[config.mk]
export PLATFORM = sky130hd
export DESIGN_NAME = calc_sequencer_flat
export DESIGN_NICKNAME = d
export VERILOG_FILES = /design/src/rtl/calc_sequencer_pkg.sv /design/src/rtl/calc_sequencer_if.sv /design/src/rtl/calc_sequencer.sv /design/src/flat_wrapper.sv
export SDC_FILE = /design/constraint.sdc
export NUM_CORES = 1
export LEC_CHECK = 0
export ABC_AREA = 1
export CORE_MARGIN = 1
export CORE_UTILIZATION = 53
export CTS_CLUSTER_DIAMETER = 60
export CTS_CLUSTER_SIZE = 25
export DETAILED_ROUTE_END_ITERATION = 8
export GPL_ROUTABILITY_DRIVEN = 0
export PLACE_DENSITY = 0.95
export SYNTH_ARGS = -nofsm -noshare
export SYNTH_HDL_FRONTEND = slang
export SYNTH_SLANG_ARGS = --single-unit
[constraint.sdc]
create_clock -name clk -period 2.9 [get_ports clk]
set_input_delay 0.435 -clock clk [delete_from_list [all_inputs] [get_ports clk]]
set_output_delay 0.435 -clock clk [all_outputs]
set_load 0.02 [all_outputs]
[src/rtl/calc_sequencer_pkg.sv]
// Shared types and ASCII constants for the two-digit calculator sequencer.
// The state enumeration is shared so other blocks can decode it if needed.
package calc_sequencer_pkg;

  typedef enum logic [3:0] {
    GET_D0,
    GET_D1,
    GET_OP,
    GET_D2,
    GET_D3,
    GET_EQ,
    START,
    WAIT,
    SEND_HI,
    SEND_LO,
    SEND_ERR
  } state_t;

  localparam logic [7:0] ASCII_0     = 8'h30;
  localparam logic [7:0] ASCII_9     = 8'h39;
  localparam logic [7:0] ASCII_PLUS  = 8'h2B;
  localparam logic [7:0] ASCII_MINUS = 8'h2D;
  localparam logic [7:0] ASCII_EQ    = 8'h3D;
  localparam logic [7:0] ASCII_QMARK = 8'h3F;
  localparam logic [7:0] ASCII_E     = 8'h45;

  function automatic logic is_digit(input logic [7:0] c);
    return (c >= ASCII_0) && (c <= ASCII_9);
  endfunction

endpackage

[src/rtl/calc_sequencer_if.sv]
// Character stream, result stream, adder and status signals of the sequencer.
// slave is the sequencer side; master is the surrounding parent/front end.
interface calc_sequencer_if;
  logic [7:0] rx_data;
  logic       rx_valid;
  logic [7:0] tx_data;
  logic       tx_valid;
  logic       tx_ready;
  logic       add_start;
  logic       add_subtract;
  logic [7:0] add_r11;
  logic [7:0] add_r12;
  logic [7:0] add_r21;
  logic [7:0] add_r22;
  logic [7:0] add_data1;
  logic [7:0] add_data2;
  logic       add_rdy1;
  logic       add_rdy2;
  logic       busy;
  logic       drop;

  modport slave (
    input  rx_data, rx_valid, tx_ready, add_data1, add_data2, add_rdy1, add_rdy2,
    output tx_data, tx_valid, add_start, add_subtract,
           add_r11, add_r12, add_r21, add_r22, busy, drop
  );

  modport master (
    output rx_data, rx_valid, tx_ready, add_data1, add_data2, add_rdy1, add_rdy2,
    input  tx_data, tx_valid, add_start, add_subtract,
           add_r11, add_r12, add_r21, add_r22, busy, drop
  );
endinterface

[src/rtl/calc_sequencer.sv]
// Parses "DD?DD=" from the serial front end, runs the external ASCII adder,
// and streams the two result digits (or '?' / 'E' on error) back out.
//
// state    | meaning
// GET_D0   | idle, waiting for tens digit of A
// GET_D1   | waiting for ones digit of A
// GET_OP   | waiting for '+' or '-'
// GET_D2   | waiting for tens digit of B
// GET_D3   | waiting for ones digit of B
// GET_EQ   | waiting for '='
// START    | one-cycle adder start, timeout counter loaded
// WAIT     | waiting for adder completion or timeout
// SEND_HI  | presenting result tens digit
// SEND_LO  | presenting result ones digit
// SEND_ERR | presenting '?' (bad input) or 'E' (adder timeout)
module calc_sequencer
  import calc_sequencer_pkg::*;
#(
  parameter int TIMEOUT = 32
) (
  input logic             clk,
  input logic             rst,
  calc_sequencer_if.slave bus
);

  localparam int CW = $clog2(TIMEOUT + 1);

  state_t        r_state, w_state_nxt;
  logic [7:0]    r_r11, r_r12, r_r21, r_r22;
  logic [7:0]    w_r11_nxt, w_r12_nxt, w_r21_nxt, w_r22_nxt;
  logic          r_sub, w_sub_nxt;
  logic [7:0]    r_res_hi, r_res_lo, w_res_hi_nxt, w_res_lo_nxt;
  logic [CW-1:0] r_cnt, w_cnt_nxt;
  logic [7:0]    r_tx_data, w_tx_data_nxt;
  logic          r_tx_valid, w_tx_valid_nxt;
  logic          w_hs;

  assign w_hs = r_tx_valid && bus.tx_ready;

  always_comb begin
    w_state_nxt   = r_state;
    w_r11_nxt     = r_r11;
    w_r12_nxt     = r_r12;
    w_r21_nxt     = r_r21;
    w_r22_nxt     = r_r22;
    w_sub_nxt     = r_sub;
    w_res_hi_nxt  = r_res_hi;
    w_res_lo_nxt  = r_res_lo;
    w_cnt_nxt     = r_cnt;
    w_tx_data_nxt = r_tx_data;

    case (r_state)
      GET_D0: if (bus.rx_valid) begin
        if (is_digit(bus.rx_data)) begin
          w_r11_nxt   = bus.rx_data;
          w_state_nxt = GET_D1;
        end else begin
          w_state_nxt   = SEND_ERR;
          w_tx_data_nxt = ASCII_QMARK;
        end
      end
      GET_D1: if (bus.rx_valid) begin
        if (is_digit(bus.rx_data)) begin
          w_r12_nxt   = bus.rx_data;
          w_state_nxt = GET_OP;
        end else begin
          w_state_nxt   = SEND_ERR;
          w_tx_data_nxt = ASCII_QMARK;
        end
      end
      GET_OP: if (bus.rx_valid) begin
        if (bus.rx_data == ASCII_PLUS || bus.rx_data == ASCII_MINUS) begin
          w_sub_nxt   = (bus.rx_data == ASCII_MINUS);
          w_state_nxt = GET_D2;
        end else begin
          w_state_nxt   = SEND_ERR;
          w_tx_data_nxt = ASCII_QMARK;
        end
      end
      GET_D2: if (bus.rx_valid) begin
        if (is_digit(bus.rx_data)) begin
          w_r21_nxt   = bus.rx_data;
          w_state_nxt = GET_D3;
        end else begin
          w_state_nxt   = SEND_ERR;
          w_tx_data_nxt = ASCII_QMARK;
        end
      end
      GET_D3: if (bus.rx_valid) begin
        if (is_digit(bus.rx_data)) begin
          w_r22_nxt   = bus.rx_data;
          w_state_nxt = GET_EQ;
        end else begin
          w_state_nxt   = SEND_ERR;
          w_tx_data_nxt = ASCII_QMARK;
        end
      end
      GET_EQ: if (bus.rx_valid) begin
        if (bus.rx_data == ASCII_EQ) begin
          w_state_nxt = START;
        end else begin
          w_state_nxt   = SEND_ERR;
          w_tx_data_nxt = ASCII_QMARK;
        end
      end
      START: begin
        w_cnt_nxt   = CW'(TIMEOUT);
        w_state_nxt = WAIT;
      end
      WAIT: begin
        w_cnt_nxt = (r_cnt != '0) ? r_cnt - CW'(1) : r_cnt;
        if (bus.add_rdy1) w_res_hi_nxt = bus.add_data1;
        // Completion wins over expiry when both land in the same cycle.
        if (bus.add_rdy2) begin
          w_res_lo_nxt  = bus.add_data2;
          w_state_nxt   = SEND_HI;
          w_tx_data_nxt = w_res_hi_nxt;
        end else if (r_cnt <= CW'(1)) begin
          w_state_nxt   = SEND_ERR;
          w_tx_data_nxt = ASCII_E;
        end
      end
      SEND_HI: if (w_hs) begin
        w_state_nxt   = SEND_LO;
        w_tx_data_nxt = r_res_lo;
      end
      SEND_LO:  if (w_hs) w_state_nxt = GET_D0;
      SEND_ERR: if (w_hs) w_state_nxt = GET_D0;
      default:  w_state_nxt = GET_D0;
    endcase

    w_tx_valid_nxt = (w_state_nxt == SEND_HI) || (w_state_nxt == SEND_LO) ||
                     (w_state_nxt == SEND_ERR);
  end

  always_ff @(posedge clk) begin
    if (rst) begin
      r_state    <= GET_D0;
      r_r11      <= ASCII_0;
      r_r12      <= ASCII_0;
      r_r21      <= ASCII_0;
      r_r22      <= ASCII_0;
      r_sub      <= 1'b0;
      r_res_hi   <= ASCII_0;
      r_res_lo   <= ASCII_0;
      r_cnt      <= '0;
      r_tx_data  <= 8'h00;
      r_tx_valid <= 1'b0;
    end else begin
      r_state    <= w_state_nxt;
      r_r11      <= w_r11_nxt;
      r_r12      <= w_r12_nxt;
      r_r21      <= w_r21_nxt;
      r_r22      <= w_r22_nxt;
      r_sub      <= w_sub_nxt;
      r_res_hi   <= w_res_hi_nxt;
      r_res_lo   <= w_res_lo_nxt;
      r_cnt      <= w_cnt_nxt;
      r_tx_data  <= w_tx_data_nxt;
      r_tx_valid <= w_tx_valid_nxt;
    end
  end

  assign bus.tx_data      = r_tx_data;
  assign bus.tx_valid     = r_tx_valid;
  assign bus.add_start    = (r_state == START);
  assign bus.add_subtract = r_sub;
  assign bus.add_r11      = r_r11;
  assign bus.add_r12      = r_r12;
  assign bus.add_r21      = r_r21;
  assign bus.add_r22      = r_r22;
  assign bus.busy         = (r_state != GET_D0);
  assign bus.drop         = bus.rx_valid &&
                            (r_state inside {START, WAIT, SEND_HI, SEND_LO, SEND_ERR});

endmodule

[src/flat_wrapper.sv]
// flat-port wrapper written by rule: the top's interface ports become plain ports
module calc_sequencer_flat import calc_sequencer_pkg::*;
#(
  parameter int TIMEOUT = 32
)
  (clk, rst, bus_rx_data, bus_rx_valid, bus_tx_ready, bus_add_data1, bus_add_data2, bus_add_rdy1, bus_add_rdy2, bus_tx_data, bus_tx_valid, bus_add_start, bus_add_subtract, bus_add_r11, bus_add_r12, bus_add_r21, bus_add_r22, bus_busy, bus_drop);
  calc_sequencer_if bus_i ();
  input logic clk;
  input logic rst;
  input wire logic [$bits(bus_i.rx_data)-1:0] bus_rx_data;
  input wire logic [$bits(bus_i.rx_valid)-1:0] bus_rx_valid;
  input wire logic [$bits(bus_i.tx_ready)-1:0] bus_tx_ready;
  input wire logic [$bits(bus_i.add_data1)-1:0] bus_add_data1;
  input wire logic [$bits(bus_i.add_data2)-1:0] bus_add_data2;
  input wire logic [$bits(bus_i.add_rdy1)-1:0] bus_add_rdy1;
  input wire logic [$bits(bus_i.add_rdy2)-1:0] bus_add_rdy2;
  output wire logic [$bits(bus_i.tx_data)-1:0] bus_tx_data;
  output wire logic [$bits(bus_i.tx_valid)-1:0] bus_tx_valid;
  output wire logic [$bits(bus_i.add_start)-1:0] bus_add_start;
  output wire logic [$bits(bus_i.add_subtract)-1:0] bus_add_subtract;
  output wire logic [$bits(bus_i.add_r11)-1:0] bus_add_r11;
  output wire logic [$bits(bus_i.add_r12)-1:0] bus_add_r12;
  output wire logic [$bits(bus_i.add_r21)-1:0] bus_add_r21;
  output wire logic [$bits(bus_i.add_r22)-1:0] bus_add_r22;
  output wire logic [$bits(bus_i.busy)-1:0] bus_busy;
  output wire logic [$bits(bus_i.drop)-1:0] bus_drop;
  assign bus_i.rx_data = bus_rx_data;
  assign bus_i.rx_valid = bus_rx_valid;
  assign bus_i.tx_ready = bus_tx_ready;
  assign bus_i.add_data1 = bus_add_data1;
  assign bus_i.add_data2 = bus_add_data2;
  assign bus_i.add_rdy1 = bus_add_rdy1;
  assign bus_i.add_rdy2 = bus_add_rdy2;
  assign bus_tx_data = bus_i.tx_data;
  assign bus_tx_valid = bus_i.tx_valid;
  assign bus_add_start = bus_i.add_start;
  assign bus_add_subtract = bus_i.add_subtract;
  assign bus_add_r11 = bus_i.add_r11;
  assign bus_add_r12 = bus_i.add_r12;
  assign bus_add_r21 = bus_i.add_r21;
  assign bus_add_r22 = bus_i.add_r22;
  assign bus_busy = bus_i.busy;
  assign bus_drop = bus_i.drop;
  calc_sequencer #(.TIMEOUT(TIMEOUT)) u_core (.clk(clk), .rst(rst), .bus(bus_i));
endmodule
======== Yosys cells after proc, flatten, opt, wreduce, memory -nomap -nowiden ========
Cells that the tools add are included.
word-level totals
  input port bits ......................... 30
  output and inout bits ................... 45
  register bits after elaboration ......... 68
  word-level logic and storage cells ...... 92
cells by class
  $add $sub $neg .......................... 1
  $lt $le $gt $ge ......................... 3
  reductions and logical operators ........ 22
  muxes and demuxes ....................... 30
  eq/ne operators ......................... 25
operators with widths
  cell                 count
  $mux 8               10
  $mux 4               16
  $pmux 4 s10          1
  $pmux 8 s5           1
  $eq 4x4->1 const B   6
  $eq 8x6->1 const B   3
  $eq 4x3->1 const B   4
  $reduce_and 3->1     5
  $pmux 6 s2           1
  $ne 2x2->1 const B   5
  $reduce_bool 5->1    2
  $reduce_and 9->1     1
  $eq 4x2->1 const B   2
  $ge 8x6->1 const B   1
  $le 8x6->1 const B   1
  $le 6x1->1 const B   1
  $mux 6               1
  $ne 2x1->1 const B   3
  $reduce_bool 6->1    1
  $sub 6x1->6 const B  1
  $eq 4x1->1 const B   1
  $logic_not 4->1      1
  $reduce_and 2->1     2
  $reduce_bool 4->1    1
  6 further kinds      10

======== Logic depth before layout (Yosys ltp) ========
Gate-level depths: netlist of run 1.
  depth after elaboration ................. 8
  depth in mapped cells ................... 13
  depth with buffers taken out ............ 12

======== Worst setup path after synthesis of run 1 ========
OpenSTA, ideal clock, no wires.
  kind .................................... input port to flip-flop
  start ................................... in bus_rx_data[6]
  end ..................................... reg u_core.r_r12[3], in the netlist u_core.bus.add_r12[3]
  required time ........................... 2.814 ns
  stages on the path ...................... 7
  setup slack ............................. 1.332 ns
  library setup time ...................... 0.086 ns
  arrival time ............................ 1.483 ns
  path buffers ............................ 0
  cell sequence ........................... nor2_1 -> nand2_1 -> nor2_2 -> nand2_1 -> nor3_2 -> nor2_1 -> a211oi_1
on the way
  word-level cells in the longest chain between the ends .. 3
  elaborated cells on any way between the ends .. 4
  classes of those cells .................. 2 x order compare; 2 x reduce/logical
RTL lines
  item                                             line                      text
  start, declared                                  flat_wrapper.sv:10        input wire logic [$bits(bus_i.rx_data)-1:0] bus_rx_data;
  $ge 8x6->1 / $le 8x6->1 (equally long branches)  calc_sequencer_pkg.sv:28  return (c >= ASCII_0) && (c <= ASCII_9);
  $logic_and 1x1->1 *                              calc_sequencer_pkg.sv:28
  $reduce_and 3->1 (no source line) *              --
  end signal, assigned                             calc_sequencer.sv:152     r_r12 <= w_r12_nxt;
  end, declared                                    calc_sequencer.sv:29      logic [7:0] r_r11, r_r12, r_r21, r_r22;
Mark *: on every way between the ends. The rest lies on a longest branch, timed or not.
A chain may end at the register's enable or synchronous reset.

======== Worst setup path after layout of run 1 ========
  start ................................... reg u_core.r_state[3]
  end ..................................... out bus_busy
on the way
  word-level cells in the longest chain between the ends .. 1
RTL lines
  item                    line                   text
  start, declared         calc_sequencer.sv:28   state_t r_state, w_state_nxt;
  start signal, assigned  calc_sequencer.sv:150  r_state <= w_state_nxt;
  $reduce_bool 4->1       calc_sequencer.sv:172  assign bus.busy = (r_state != GET_D0);
  end, declared           flat_wrapper.sv:25     output wire logic [$bits(bus_i.busy)-1:0] bus_busy;
Every way passes these cells.

==> reports/metrics.cfg, run 1 <==
[run_status]
outcome = finished, final reports clean

[clock_tree]
cts_tree = built
post_cts_buffers = 0
cts.htree.levels = 3
cts_made_buffers = 9
cts.clk_slew.worst_paths_ps = 70
cts.repair.resized = 0
cts_max_path_buffers = 2
hold_buffers = 0
clock_latency_ps = 350
clockRootBuffer = clkbuf_8
clock-sinks = 68

[pwr]
power.leakage_nw = 1.752
powerDensity_mw_per_mm2 = 571.3
peakVddDrop_mv = 0.3403

[yosys]
ys_seq_area_frac = 0.4401
synth_cell_type_count = 29
netlist_area_sq_mm = 0.003093
ys_ff_latch = 68
synth.avg_cell_area_sq_um = 7.062
syn-num-nets = 470
yosysWarnings = 0
synthCells = 438

[sta]
tns_ps = 0
rsz0062_at_grt = no
slew_violations = 0
worst_pin_slew_ps = 610.7
finalSetupViolCount = 0
maxClockFrequency_mhz = 406.9
hold_viol = 0
skew_ps = 9.477
layout_worst_path_cycle_share = 0.8474
finalCriticalPeriod_ps = 2458
relSlewSlack = 0.5914

[worst_setup_path]
reg2reg_from = u_core.r_state[0]
crit_path_max_fanout = 6
critical-path-top-delay-family = buffers and inverters
timing.rr.end = u_core.bus.tx_data[5]
crit_chain = nor2_1 -> inv_1 -> nor2_1 -> inv_1 -> clkdlybuf4s50_1
worstPathArrival_ps = 2020
r2r_cells = 10
crit_path_end_kind = primary output
reg2reg_slack_ps = 700
cp.required_ps = 2470
cp_num_buf_inv = 3
crit_cells = 5
worstSetupStartpointType = flip-flop
critPathKind = reg2out
crit_slowest_cell = clkdlybuf4s50_1
crit_path_max_incr_delay_ps = 560

[worst_hold_path]
hold_path.class = reg2reg
min_to = u_core.bus.add_r11[6]
hold_path_depth = 2
min_from = u_core.bus.add_r11[6]

[floorplanning]
ios = 75
fp.dieW_um = 78.39
dieArea_sq_mm = 0.006145
start_util = 0.5549
die_h_um = 78.39
core_area_sq_mm = 0.005574
fp-row-count = 27

[drt]
dr_total_vias = 3219
ant_nets = 0
drt-initial-drc-count = 318
dr.pass1.iters = 5
wl_per_cell_um = 13.86
wirelength_um = 8166
drc_errors = 0
viasPerCell = 5.465

[placed_design]
dp_cells = 573
place_hpwl_um = 5784
io_buffers = 74

[finish]
syn_to_final_growth_pct = 32.24
finalNetCount = 544
fin_cells = 589
antenna_cells = 0
final_layout_size_suffix_gt1_frac = 0.06383

[global_routing]
antenna_found_initial = 0
use_met2 = 0.4746
grt-busiest-layer = met2
grt_max_degree = 34
grt_pass1_wl_um = 13700
gr-usage-met1 = 0.3445
track_usage = 0.2851
grt_pass1_vias = 3016
overflow = 0
grtUsageMet3 = 0.05233

[run]
maxCapViolCount = 0

synth_stat cells (all sizes together):
cell,instances,area (sq um)
ha,2,25.02
dfxtp,68,1361
nor3b,4,30.03
o211ai,4,30.03
a211oi,15,112.6
nand4,9,56.30
nand3,20,105.1
nor2,82,327.8
o2111ai,1,8.760
o31ai,1,7.510
o21bai,1,7.510
inv,57,214.0
buf,4,26.27
xor2,2,17.52
a22oi,1,7.510
nand2,92,345.3
clkbuf,10,37.54
o21ai,27,135.1
nand3b,8,60.06
nor3,2,15.01
a21oi,24,120.1
mux2,3,33.78
xnor2,1,8.760
worst max path at each step:
| stage | from | end | slack (ps) |
|---|---|---|---|
| 3_3_place_gp | bus_rx_valid | bus_drop | 530 |
| 3_5_place_dp | bus_rx_data[3] | u_core.bus.add_r22[0] | 470 |
| 5_1_grt | u_core.r_state[3] | bus_busy | 340 |
| 2_1_floorplan | bus_rx_data[6] | u_core.bus.add_r12[3] | 1330 |
| 4_1_cts | u_core.r_state[3] | bus_busy | 460 |
| 6_report | u_core.r_state[3] | bus_busy | 440 |
placed cells by master (no fill, tap or decap), types with 2 or more instances in the layout:
cell type	n
a211oi_1	15
a21oi_1	24
buf_4	3
clkbuf_8	14
clkdlybuf4s50_1	74
clkinvlp_4	2
dfxtp_1	68
ha_1	2
inv_1	54
inv_2	3
mux2_2	3
nand2_1	92
nand3_1	19
nand3b_1	8
nand4_1	9
nor2_1	76
nor2_2	5
nor3b_1	4
o211ai_1	4
o21ai_0	27
xor2_1	2
per-layer routing:
metal  wire, um  part of all wire  vias to the layer above
li1           -                 -                     1561
met1       3227              0.40                     1428
met2       3901              0.48                      182
met3        687             0.084                       48
met4        350             0.043                        0
met5          0                 0                        -
cell type report:
type | count | area [sq um]
clock inverter | 2 | 15.01
clock buffer | 14 | 192.7
fill | 425 | 1484
sequential | 68 | 1361
multi-input combinational | 299 | 1454
inverter | 57 | 214.0
tap | 72 | 90.09
timing repair buffer | 77 | 763.2
stage by stage:
| stage | utilization | cell area [sq um] | power (mW) | hold slack, ps | worst slack [ps] |
|---|---|---|---|---|---|
| floorplan | - | 3093 | 1.380 | 424.2 | 1332 |
| global placement | 0.6965 | 3882 | 1.552 | 428.1 | 532.5 |
| detailed placement | 0.6965 | 3882 | 1.569 | 431.0 | 466.8 |
| CTS | 0.7338 | 4090 | 2.335 | 447.4 | 458.6 |
| global route | 0.7338 | 4090 | 2.440 | 471.9 | 341.9 |
| finish | 0.7338 | 4090 | 2.337 | 446.6 | 442.4 |
report_power, final:
group          total [mW]  leakage [nW]  switching [mW]  internal, mW
Combinational       0.548          1.10           0.331         0.217
Sequential           1.01         0.551          0.0332         0.981
Clock               0.775         0.101           0.347         0.427
sequential cells by signal, indices dropped and copies added (netlist names):
register,cells
u_core.r_state,4
u_core.r_cnt,6
u_core.bus.add_r12,8
u_core.bus.add_subtract,1
u_core.bus.add_r22,8
u_core.bus.tx_data,8
u_core.bus.tx_valid,1
u_core.bus.add_r11,8
u_core.bus.add_r21,8
u_core.r_res_hi,8
u_core.r_res_lo,8
cells by family (layout without fill, tap and decap cells):
| logic type | after synthesis | in the layout | share of synthesized area |
|---|---|---|---|
| AO/OA/AOI/OAI | 74 | 74 | 0.1388 |
| adder cells (fa/ha/maj) | 2 | 2 | 0.008089 |
| AND/OR/NAND/NOR | 217 | 217 | 0.3038 |
| multiplexers | 3 | 3 | 0.01092 |
| flip-flops | 68 | 68 | 0.4401 |
| buffers and inverters | 71 | 150 | 0.08980 |
| XOR/XNOR | 3 | 3 | 0.008497 |
worst reg2reg max path, stage by stage, from the launching register on:
cell	delay (ps)
dfxtp_1	480
nand2_1	130
inv_1	110
nand2_1	270
inv_1	310
nand2_1	340
nor2_1	230
nor2_1	60
nand4_1	80
nand2_1	50
nor2_1	80
Note: power is estimated with default switching activity, not from simulation.
==> run 2, diff against run 1 <==
CORE_UTILIZATION = 49   (was 53)
PLACE_DENSITY = 0.91   (was 0.95)
clock period = 2.6 ns   (was 2.9 ns; I/O delays follow)
==> reports/metrics.cfg, run 2 (same netlist as run 1, synthesis figures left out) <==
[finish]
fill_cells = 495  ; +16%
finalNetCount = 548  ; +0.74%
antenna_cells = 0  ; unchanged
final_layout_size_suffix_gt1_frac = 0.06526  ; +0.001429
syn_to_final_growth_pct = 32.48
layout_commonest_cell = nand2_1
post-route-util = 0.6840  ; -0.04978
final_cell_mix = nand2_1, nor2_1, clkdlybuf4s50_1, dfxtp_1, inv_1
multiInputGateArea_sq_mm = 0.001454  ; unchanged
regArea_sq_mm = 0.001361  ; unchanged

[global_routing]
antenna_found_initial = 0  ; unchanged
grt_max_degree = 33  ; -2.9%
track_usage = 0.2600  ; -0.02516
grt_pass1_wl_um = 13070  ; -4.6%
overflow = 0  ; unchanged
grt_pass1_vias = 2920  ; -3.2%

[clock_tree]
clock_latency_ps = 350  ; about the same
cts_made_buffers = 9  ; unchanged
cts_max_path_buffers = 2  ; unchanged
cts.repair.resized = 0  ; unchanged
post_cts_buffers = 0  ; unchanged
cts.htree.levels = 3  ; unchanged
hold_buffers = 0  ; unchanged
clock-sinks = 68  ; unchanged
clockRootBuffer = clkbuf_8
cts_tree = built
cts.clk_slew.worst_paths_ps = 70  ; about the same

[worst_hold_path]
hold_path_depth = 2  ; unchanged
hold_path.class = reg2reg
min_to = u_core.bus.add_r11[7]
min_from = u_core.bus.add_r11[7]

[sta]
skew_ps = 7.818  ; -1.658 ps
layout_worst_path_cycle_share = 0.9126
finalSetupViolCount = 0  ; unchanged
maxClockFrequency_mhz = 421.5
hold_viol = 0  ; unchanged
worst_pin_slew_ps = 462.5  ; -148.1 ps
tns_ps = 0  ; unchanged
slew_violations = 0  ; unchanged
rsz0062_at_grt = no
relSlewSlack = 0.6900  ; +0.09858
finalCriticalPeriod_ps = 2373

[worst_setup_path]
worstPathArrival_ps = 1980  ; -40 ps
crit_path_end_kind = primary output
crit_path_max_fanout = 6  ; unchanged
critPathKind = reg2out
crit_path_max_incr_delay_ps = 560  ; about the same
worstSetupStartpointType = flip-flop
r2r_cells = 10  ; unchanged
timing.rr.end = u_core.bus.tx_data[4]
crit_chain = nor2_1 -> inv_1 -> nor2_1 -> inv_1 -> clkdlybuf4s50_1
cp_num_buf_inv = 3  ; unchanged
reg2reg_from = u_core.r_state[1]
cp.required_ps = 2210  ; -260 ps
critical-path-top-delay-family = buffers and inverters
crit_slowest_cell = clkdlybuf4s50_1
reg2reg_slack_ps = 660  ; -40 ps

[floorplanning]
die_h_um = 81.45  ; +3.9%
fp.dieW_um = 81.45  ; +3.9%
ios = 75  ; unchanged
start_util = 0.5163  ; -0.03859
core_area_sq_mm = 0.005991  ; +7.5%
dieArea_sq_mm = 0.006634  ; +8.0%
fp-row-count = 28  ; +3.7%

[drt]
wirelength_um = 7928  ; -2.9%
drc_errors = 0  ; unchanged
ant_nets = 0  ; unchanged
dr_total_vias = 3182  ; -1.1%
wl_per_cell_um = 13.30  ; -4.1%
drt-initial-drc-count = 304  ; -4.4%
dr.pass1.iters = 6  ; +1
viasPerCell = 5.339  ; -2.3%

[pwr]
powerDensity_mw_per_mm2 = 621.6  ; +8.8%
power.leakage_nw = 1.764  ; +0.69%
peakVddDrop_mv = 0.4147  ; +22%

[placed_design]
io_buffers = 74  ; unchanged
place_hpwl_um = 5703  ; -1.4%

[run]
maxCapViolCount = 0  ; unchanged

[run_status]
outcome = finished, final reports clean

-- run 2: cell types whose count changed in the layout (fill, tap and decap cells not counted), sizes merged --
| cell | delta |
|---|---|
| clkinv | +1 |
| clkinvlp | -2 |
| buf | +4 |
| clkbuf | +1 |
-- run 2: final cells by class --
| cell class | instances | area share |
|---|---|---|
| clock buffer | 15 | 0.04305 |
| multi-input combinational | 299 | 0.3548 |
| timing repair buffer | 81 | 0.1936 |
| clock inverter | 1 | 0.001221 |
| tap | 75 | 0.02290 |
| sequential | 68 | 0.3322 |
| inverter | 57 | 0.05221 |
-- run 2: worst max path at each step --
stage | start | to | slack [ps] | depth (start not counted)
5_1_grt | u_core.r_state[3] | bus_busy | 90 | 5
3_3_place_gp | bus_rx_valid | bus_drop | 400 | 4
2_1_floorplan | u_core.r_cnt[0] | u_core.bus.tx_data[2] | 1040 | 12
4_1_cts | u_core.r_state[3] | bus_busy | 260 | 5
6_report | u_core.r_state[3] | bus_busy | 230 | 5
3_5_place_dp | bus_rx_data[6] | u_core.bus.add_r12[2] | 320 | 8
-- run 2: report_power, final --
| part | internal (mW) | total (mW) | switching (mW) |
|---|---|---|---|
| combinational | 0.244 | 0.613 | 0.369 |
| sequential | 1.09 | 1.13 | 0.0372 |
| clock | 0.424 | 0.803 | 0.378 |
| total | 1.76 | 2.55 | 0.784 |
-- run 2: per-layer routing --
layer	GRT usage	wire (um)
met5	0	0
met4	0.1161	230
met3	0.07111	664
met2	0.4300	3747
met1	0.3139	3285
-- run 2: worst reg2reg max path: cells and delay by family (launching register included) --
family	cells	cell delay, ps
buffers and inverters	2	310
flip-flops	1	490
AND/OR/NAND/NOR	8	1100
-- run 2: per-stage QoR --
step	worst slack (ps)	hold slack [ps]	power, mW	instances	area, sq um
2_1_floorplan	1041	424.2	1.540	438	3093
3_3_place_gp	403.3	428.4	1.732	580	3916
3_5_place_dp	321.4	428.9	1.753	580	3916
4_1_cts	259.9	446.9	2.545	596	4098
5_1_grt	89.03	467.2	2.666	596	4098
6_report	227.4	449.2	2.547	596	4098
